### config.mk
export PLATFORM = sky130hd
export DESIGN_NAME = ipv_reducer_mc
export DESIGN_NICKNAME = d
export VERILOG_FILES = /design/src/rtl/ipv_reducer_mc.sv
export SDC_FILE = /design/constraint.sdc
export NUM_CORES = 1
export LEC_CHECK = 0
export CORE_MARGIN = 8
export CORE_UTILIZATION = 55
export DETAILED_ROUTE_END_ITERATION = 6
export GPL_TIMING_DRIVEN = 0
export PLACE_DENSITY_LB_ADDON = 0.12
export SYNTH_ARGS = -nofsm -noshare
export SYNTH_HDL_FRONTEND = slang
export SYNTH_SLANG_ARGS = --single-unit
### constraint.sdc
create_clock -name clk -period 4.4 [get_ports clk]
set_clock_uncertainty 0.2 [all_clocks]
set_input_delay 0.44 -clock clk [delete_from_list [all_inputs] [get_ports clk]]
set_output_delay 0.44 -clock clk [all_outputs]
set_load 0.01 [all_outputs]
### src/rtl/ipv_reducer_mc.sv
// ipv_reducer_mc: multi-channel ipv frame reducer.
// Per-channel ones count, thermometer code and majority flag after a fixed latency.
module ipv_reducer_mc #(
  parameter int CH    = 4,
  parameter int K     = 4,
  parameter int STALL = 3,
  parameter int THR   = K / 2 + 1,
  localparam int CW   = $clog2(K + 1)
) (
  input  logic            clk,
  input  logic            rst_n,
  input  logic            in_valid,
  input  logic            frame_start,
  input  logic [CH-1:0]   ipv_in,
  output logic            out_valid,
  output logic [CH*K-1:0] vov,
  output logic [CH*CW-1:0] cnt,
  output logic [CH-1:0]   maj
);

  localparam int BW = $clog2(K);

  logic [BW-1:0]    beat_q;
  logic [CH*CW-1:0] acc_q;
  logic [CH*CW-1:0] load;
  logic [CH*CW-1:0] sum;
  logic             last;

  logic [CH*CW-1:0] pd_q [STALL];
  logic [STALL-1:0] pv_q;

  // Fresh-load and running-sum values for every channel
  always_comb begin
    load = '0;
    sum  = '0;
    for (int c = 0; c < CH; c++) begin
      load[c*CW +: CW] = CW'(ipv_in[c]);
      sum[c*CW +: CW]  = acc_q[c*CW +: CW] + CW'(ipv_in[c]);
    end
    last = in_valid && !frame_start && (beat_q == BW'(K - 1));
  end

  // Beat counter and per-channel accumulators
  always_ff @(posedge clk or negedge rst_n) begin
    if (!rst_n) begin
      beat_q <= '0;
      acc_q  <= '0;
    end else if (in_valid) begin
      if (frame_start || beat_q == '0) begin
        beat_q <= BW'(1);
        acc_q  <= load;
      end else begin
        acc_q  <= sum;
        beat_q <= last ? '0 : beat_q + 1'b1;
      end
    end else if (frame_start) begin
      beat_q <= '0;
    end
  end

  // Result pipeline, advances every cycle
  always_ff @(posedge clk or negedge rst_n) begin
    if (!rst_n) begin
      pv_q <= '0;
      for (int s = 0; s < STALL; s++) pd_q[s] <= '0;
    end else begin
      pv_q[0] <= last;
      pd_q[0] <= sum;
      for (int s = 1; s < STALL; s++) begin
        pv_q[s] <= pv_q[s-1];
        pd_q[s] <= pd_q[s-1];
      end
    end
  end

  // Output decode from the last stage, zeroed when not valid
  always_comb begin
    logic [CW-1:0] n;
    n         = '0;
    out_valid = pv_q[STALL-1];
    vov       = '0;
    cnt       = '0;
    maj       = '0;
    for (int c = 0; c < CH; c++) begin
      n = pd_q[STALL-1][c*CW +: CW];
      if (out_valid) begin
        cnt[c*CW +: CW] = n;
        maj[c]          = (int'(n) >= THR);
        for (int i = 0; i < K; i++) begin
          vov[c*K + i] = (int'(n) + i >= K);
        end
      end
    end
  end

endmodule

; Word level (Yosys, flattened, before mapping)
; Cells that the tools add are included.
[word_totals]
output_inout_bits = 33
elab_cells = 67
reg_bits = 53
in_bits = 8
[op_classes]
n_addsub = 17
n_reduce_logical = 6
mux = 17
eq_ne = 1
order_cmp = 20
[ops]
columns = op, n
row1 = $ge A4 B3 Y1 const B, 12
row2 = $add A3 B2 Y4 const B, 8
row3 = $add A3 B1 Y4 const B, 4
row4 = $mux W4, 4
row5 = $add A3 B1 Y3, 4
row6 = $ge A3 B2 Y1 const B, 4
row7 = $ge A3 B3 Y1 const B, 4
row8 = $mux W12, 1
row9 = $mux W3, 4
row10 = $mux W2, 4
row11 = $mux W1, 4
row12 = $add A2 B1 Y2 const B, 1
row13 = $eq A2 B2 Y1 const B, 1
row14 = $logic_and A1 B1 Y1, 2
row15 = $logic_not A2 Y1, 1
row16 = $reduce_bool A2 Y1, 1
row17 = $logic_not A1 Y1, 1
row18 = $logic_or A1 B1 Y1, 1

; Depth between registers and ports, before layout
; Gate-level depths: netlist (run 1).
[logic_depth]
depth_word = 6
ltp_mapped = 6
mapped_depth_nobuf = 5

; Worst setup path after synthesis (run 1)
; No wires, ideal clock.
[synth_timing]
kind = reg2out
start = register pv_q[2]
end = output vov[0]
n_path_buf = 3
setup_slack_ps = 2666
arrival_time_ps = 1094
stages_incl_launch_ff = 5
required_ps = 3760
path_cell_list = dfrtp_1 buf_2 clkbuf_1 and2_1 buf_4
[synth_via]
elab_chain_cells = 1
[synth_rtl]
columns = element, line
row1 = "start, declared", 30  ; logic [STALL-1:0] pv_q;
row2 = "start signal, assigned by index", 70  ; pv_q[s] <= pv_q[s-1];
row3 = $mux W4, 86  ; if (out_valid) begin
row4 = "end, declared", 16  ; output logic [CH*K-1:0] vov,
; No other way between the ends.

; Worst setup path in the final report (run 1)
[layout_timing]
start = register pv_q[2]
end = output vov[4]
; The elaborated chain is that of the path after synthesis.

==> impl_metrics.toml, run 1 <==
[run_status]
status = "finished, final reports clean"

[logic_synthesis]
synth_edf_count = 0
avgSynthCellArea_um2 = 12.53
synth_area_leader_cell = "dfrtp_1"
syn-cell-area_um2 = 2156
synthTopCellsByArea = "dfrtp_1, ha_1, and2_1"
synth-async-reset-ratio_pct = 100.0
synthesis.nets = 194
synth.most_common_cell = "dfrtp_1"
synth.distinct_cells = 25
yosysWarnings = 0
synthCells = 172
yosys_register_bits = 53
ys_seq_area_share_pct = 61.52
synth_ff_type = "dfrtp_1"
synthTopCellsByCount = "dfrtp_1, and2_1, ha_1"
synth_top_area_share_pct = 61.52

[sta]
timing.fmax_mhz = 391.6
maxSlewHeadroom_pct = 70.31
rsz0062_at_grt = "no"
post-route-period-util_pct = 58.04
period_minus_slack_ps = 2554
maxSlewViolCount = 0
worst_pin_slew_ps = 445.3
setup-tns-final_ps = 0
setup_viol = 0
hold_violations = 0

[power_and_ir_drop]
p_per_area_nw_per_um2 = 342.7
clkPwrFrac_pct = 27.9
vdd_ir_drop_max_mv = 0.2505
leakagePower_nw = 1.225
intPower_mw = 0.7027
switching_share_pct = 24.57
pwr-share-comb_pct = 10.2
finalPower_mw = 0.9317
power_frac_seq_pct = 62.0
p_switching_mw = 0.2290

[place]
placed_area_um2 = 2621
gp_congestion = 0.7522
io_buffers = 39
dp.final_hpwl_um = 2705

[worst_setup_path]
r2r_start = "beat_q[0]$_DFFE_PN0P_"
cp_max_fo = 10
r2r_cells = 6
critPathKind = "flip-flop to output pin"
rrSetupSlack_ps = 2800
critPathLaunchType = "flip-flop"
reg2reg_to = "acc_q[0]$_DFFE_PN0P_"
cp.arrival_ps = 1910
endpoint_kind = "output pin"
required_ps = 3760

[global_routing]
grt_pass1_wl_um = 6182
track_usage_pct = 12.20
grt_start_max_net_pins = 36
grt_pass1_vias = 1395
grt-ovfl-total = 0
met2_usage_pct = 21.04
antenna_found_initial = 0
met1_usage_pct = 13.46
top_usage_layer = "met2"
grtUsageMet3_pct = 4.442

[floorplan]
start_util_pct = 58.01
die-area_um2 = 6179
rows = 22
io_pins = 41
coreArea_um2 = 3716
die_y_um = 78.61
die-width_um = 78.61

[final_layout]
layout-drive-gt1-share_pct = 9.502
area_growth_pct = 26.12
fin_nets = 242
diodes = 0
fin_area_um2 = 2719

[cts]
root_buffer = "clkbuf_8"
clock_path_buffers = 2
cts_resized = 0
insertion_delay_ps = 290
htreeDepth = 2
cts_sinks = 53
clkTransAtPathRegs_ps = 90
cts_tree = "done"
postCtsSetupRepairBufs = 0
cts_buffers = 5

[detailed_routing]
vias = 1353
dr.first_iter.drc_count = 41
ant_nets = 0
drc = 0
routedWlPerCell_um = 12.94
firstDrtPassIters = 4
wl_um = 3480
via_per_inst = 5.030

[min_path]
hold_depth = 0
min_from = "pv_q[0]$_DFF_PN0_"
holdPathEnd = "pv_q[1]$_DFF_PN0_"
holdCritPathClass = "flip-flop to flip-flop"

[run]
timing.max_cap.violations = 0
## layout by cell type (no fill, tap or decap), types with 3 or more instances in the layout
master and instances:
a21boi_0 4, a21oi_1 5, and2_1 16, buf_2 6
buf_4 4, clkbuf_8 5, clkdlybuf4s50_1 38, dfrtp_1 53
ha_1 14, inv_1 12, mux2i_1 4, nand2_1 5
nand2b_1 3, nand3_1 4, nand3b_1 3, nor2_1 5
o21a_1 4, o21ai_0 9, o2bb2ai_1 4, o31a_1 8
xor2_1 4
## power groups by stage
stage               Sequential, mW  Combinational, mW  Clock, mW
finish                       0.577             0.0950      0.259
CTS                          0.578             0.0966      0.269
detailed placement           0.588             0.0960          0
global route                 0.586              0.110      0.293
floorplan                    0.579             0.0587          0
global placement             0.583             0.0859          0
## layer usage
layer  vias up  routed length, um
met5         -                  0
met2        38               1686
li1        669                  -
met3         6                277
met1       640               1462
met4         0                 54
## worst max-delay path: stages, from the launching register on
cell and delay, ps:
dfrtp_1 350, buf_2 180, clkbuf_1 270, and2_1 200, buf_4 100, clkdlybuf4s50_1 520
## worst max path at each step
stage,from,endpoint,slack (ps),depth (start not counted)
final,pv_q[2]$_DFF_PN0_,vov[4],1850,5
after global routing,pv_q[2]$_DFF_PN0_,vov[4],1690,5
after CTS,pv_q[2]$_DFF_PN0_,vov[4],1810,5
after detailed placement,pv_q[2]$_DFF_PN0_,vov[4],2140,5
after global placement,rst_n,pd_q[2]$_DFF_PN0_,1390,1
after floorplan,pv_q[2]$_DFF_PN0_,vov[0],2670,4
## flip-flops by register name, indices dropped and copies added, names as in the netlist
name / flops
pd_q: 36
pv_q: 3
beat_q: 2
acc_q: 12
## timing repair
item / in CTS / in global routing
hold buffers: 1 / 0
setup endpoints to repair: 0 / 0
endpoints found under the hold margin: 18 / 0
## per-stage QoR
stage | setup slack [ps] | util (%) | hold WS (ps) | cells
2_1_floorplan | 2666 | - | -55.59 | 172
3_3_place_gp | 1386 | 70.13 | 131.4 | 259
3_5_place_dp | 2144 | 70.54 | 134.7 | 260
4_1_cts | 1806 | 73.17 | 153.5 | 269
5_1_grt | 1690 | 73.17 | 153.9 | 269
6_report | 1846 | 73.17 | 151.1 | 269
## layout make-up
cell class | count | area (um^2)
clock inverters | 2 | 15.01
well taps | 48 | 60.06
flip-flops and latches | 53 | 1326
inverters | 12 | 45.04
repair buffers | 41 | 415.4
fillers | 257 | 997.2
clock buffers | 6 | 72.57
multi-input cells | 96 | 714.4
plain buffers | 11 | 70.07
## kinds of logic (layout without fill, tap and decap cells)
logic type                 count (synthesis)  after routing  share of synthesized area, %
and+or+nand+nor                           39             39                         10.27
buffers and inverters                     23             72                         5.339
adders and majority gates                 14             14                         8.125
DFF                                       53             53                         61.52
AOI/OAI and AO/OA                         35             35                         11.26
muxes                                      4              4                         1.857
xor gates and xnor gates                   4              4                         1.625
Power figures use the tool's default switching activity.
==> run 2, diff against run 1 <==
Settings changed: CORE_UTILIZATION 55 to 51.
Clock period 4.4 ns to 2.5 ns, I/O delays scaled along.
==> impl_metrics.toml, run 2 (synthesis results as in run 1) <==
[cts]
htreeDepth = 2
cts_buffers = 5
postCtsSetupRepairBufs = 0
clock_path_buffers = 2
clkTransAtPathRegs_ps = 90
cts_tree = "done"
cts_sinks = 53
root_buffer = "clkbuf_8"
insertion_delay_ps = 290

[final_layout]
largest_register_ff_count = 36
layout-drive-gt1-share_pct = 10.41
fin_area_um2 = 2728
final_cells = 271
final_common_cell = "dfrtp_1"
largest-register = "pd_q"
diodes = 0
layout_common_cells = "dfrtp_1, clkdlybuf4s50_1, and2_1, ha_1, inv_1"
reg_top3 = "pd_q: 36 flops, acc_q: 12 flops, pv_q: 3 flops"
fillers = 307
fin_nets = 242
area_growth_pct = 26.52
fin_util_pct = 67.70

[run]
timing.max_cap.violations = 0

[sta]
maxSlewHeadroom_pct = 62.85
post-route-period-util_pct = 94.67
period_minus_slack_ps = 2367
finalWorstSetupSlack_ps = 133.2
timing.fmax_mhz = 422.5
setup_viol = 0
rsz0062_at_grt = "no"
hold_violations = 0
maxSlewViolCount = 0
worst_pin_slew_ps = 557.3
hold_slack_ps = 117.8
setup-tns-final_ps = 0

[worst_setup_path]
r2r_cells = 6
critPathLaunchType = "flip-flop"
required_ps = 2050
reg2reg_to = "acc_q[9]$_DFFE_PN0P_"
endpoint = "vov[5]"
critPathKind = "flip-flop to output pin"
cp.arrival_ps = 1920
endpoint_kind = "output pin"
r2r_start = "beat_q[0]$_DFFE_PN0P_"
crit_start = "pd_q[4]$_DFF_PN0_"
rrSetupSlack_ps = 920
cp_max_fo = 4

[global_routing]
grt_pass1_vias = 1384
grt_start_max_net_pins = 29
grt-ovfl-total = 0
antenna_found_initial = 0
grt_pass1_wl_um = 5975
track_usage_pct = 11.37

[detailed_routing]
routedWlPerCell_um = 13.21
wl_met3_um = 330
firstDrtPassIters = 4
top_layer_used = "met4"
dr.first_iter.drc_count = 50
route.met2.wl_um = 1761
drc = 0
ant_nets = 0
drt-met1-wl_um = 1420
vias = 1366
via_per_inst = 5.041
wl_um = 3581

[floorplan]
io_pins = 41
die-area_um2 = 6563
die_y_um = 81.02
die-width_um = 81.02
start_util_pct = 53.51
coreArea_um2 = 4029
rows = 23

[place]
gp_congestion = 0.7674
dp.final_hpwl_um = 2820
placed_area_um2 = 2624
dp_cells = 262
post-place-ws_ps = 423.2
io_buffers = 39

[power_and_ir_drop]
p_per_area_nw_per_um2 = 604.5
vdd_ir_drop_max_mv = 0.4482
finalPower_mw = 1.649
leakagePower_nw = 1.255

[min_path]
holdCritPathClass = "input port to flip-flop"

[run_status]
status = "finished, final reports clean"
[run 2: how the worst min path moves through the flow]
stage,start,end,slack (ps),cells past startpoint
after global placement,pd_q[22]$_DFF_PN0_,pd_q[10]$_DFF_PN0_,130,0
final,in_valid,beat_q[1]$_DFFE_PN0P_,120,3
after global routing,in_valid,acc_q[8]$_DFFE_PN0P_,140,3
after detailed placement,rst_n,acc_q[3]$_DFFE_PN0P_,80,1
after floorplan,rst_n,acc_q[0]$_DFFE_PN0P_,-250,0
after CTS,in_valid,acc_q[5]$_DFFE_PN0P_,110,3
[run 2: timing repair]
item | in CTS | in global routing
resized for setup | 0 | 3
setup endpoints to repair | 0 | 4
hold endpoints to repair | 25 | 0
hold buffers | 1 | 0
[run 2: final cells by class]
class / instances / area (um^2) / area share (%)
buffer: 11 / 71.32 / 2.615
clock buffer: 5 / 68.82 / 2.523
clock inverter: 3 / 21.27 / 0.7798
inverter: 12 / 45.04 / 1.651
multi-input combinational: 96 / 714.4 / 26.19
sequential: 53 / 1326 / 48.62
tap: 50 / 62.56 / 2.294
timing repair buffer: 41 / 417.9 / 15.32
[run 2: worst max-delay path: stages (launching register included)]
cell and delay [ps]:
dfrtp_1 420, and2_1 180, ha_1 270, a21boi_0 180, clkdlybuf4s50_1 570
[run 2: per-layer routing]
layer  GRT usage, %  vias up
li1               -      670
met1          11.81      647
met2          20.69       40
met3          3.201        9
met4          5.357        0
met5              0        -
[run 2: power breakdown]
group	leakage [nW]	total [mW]	internal, mW	switching, mW
registers	0.677	1.02	0.964	0.0526
clock network	0.0445	0.465	0.199	0.266
logic	0.533	0.167	0.0752	0.0923
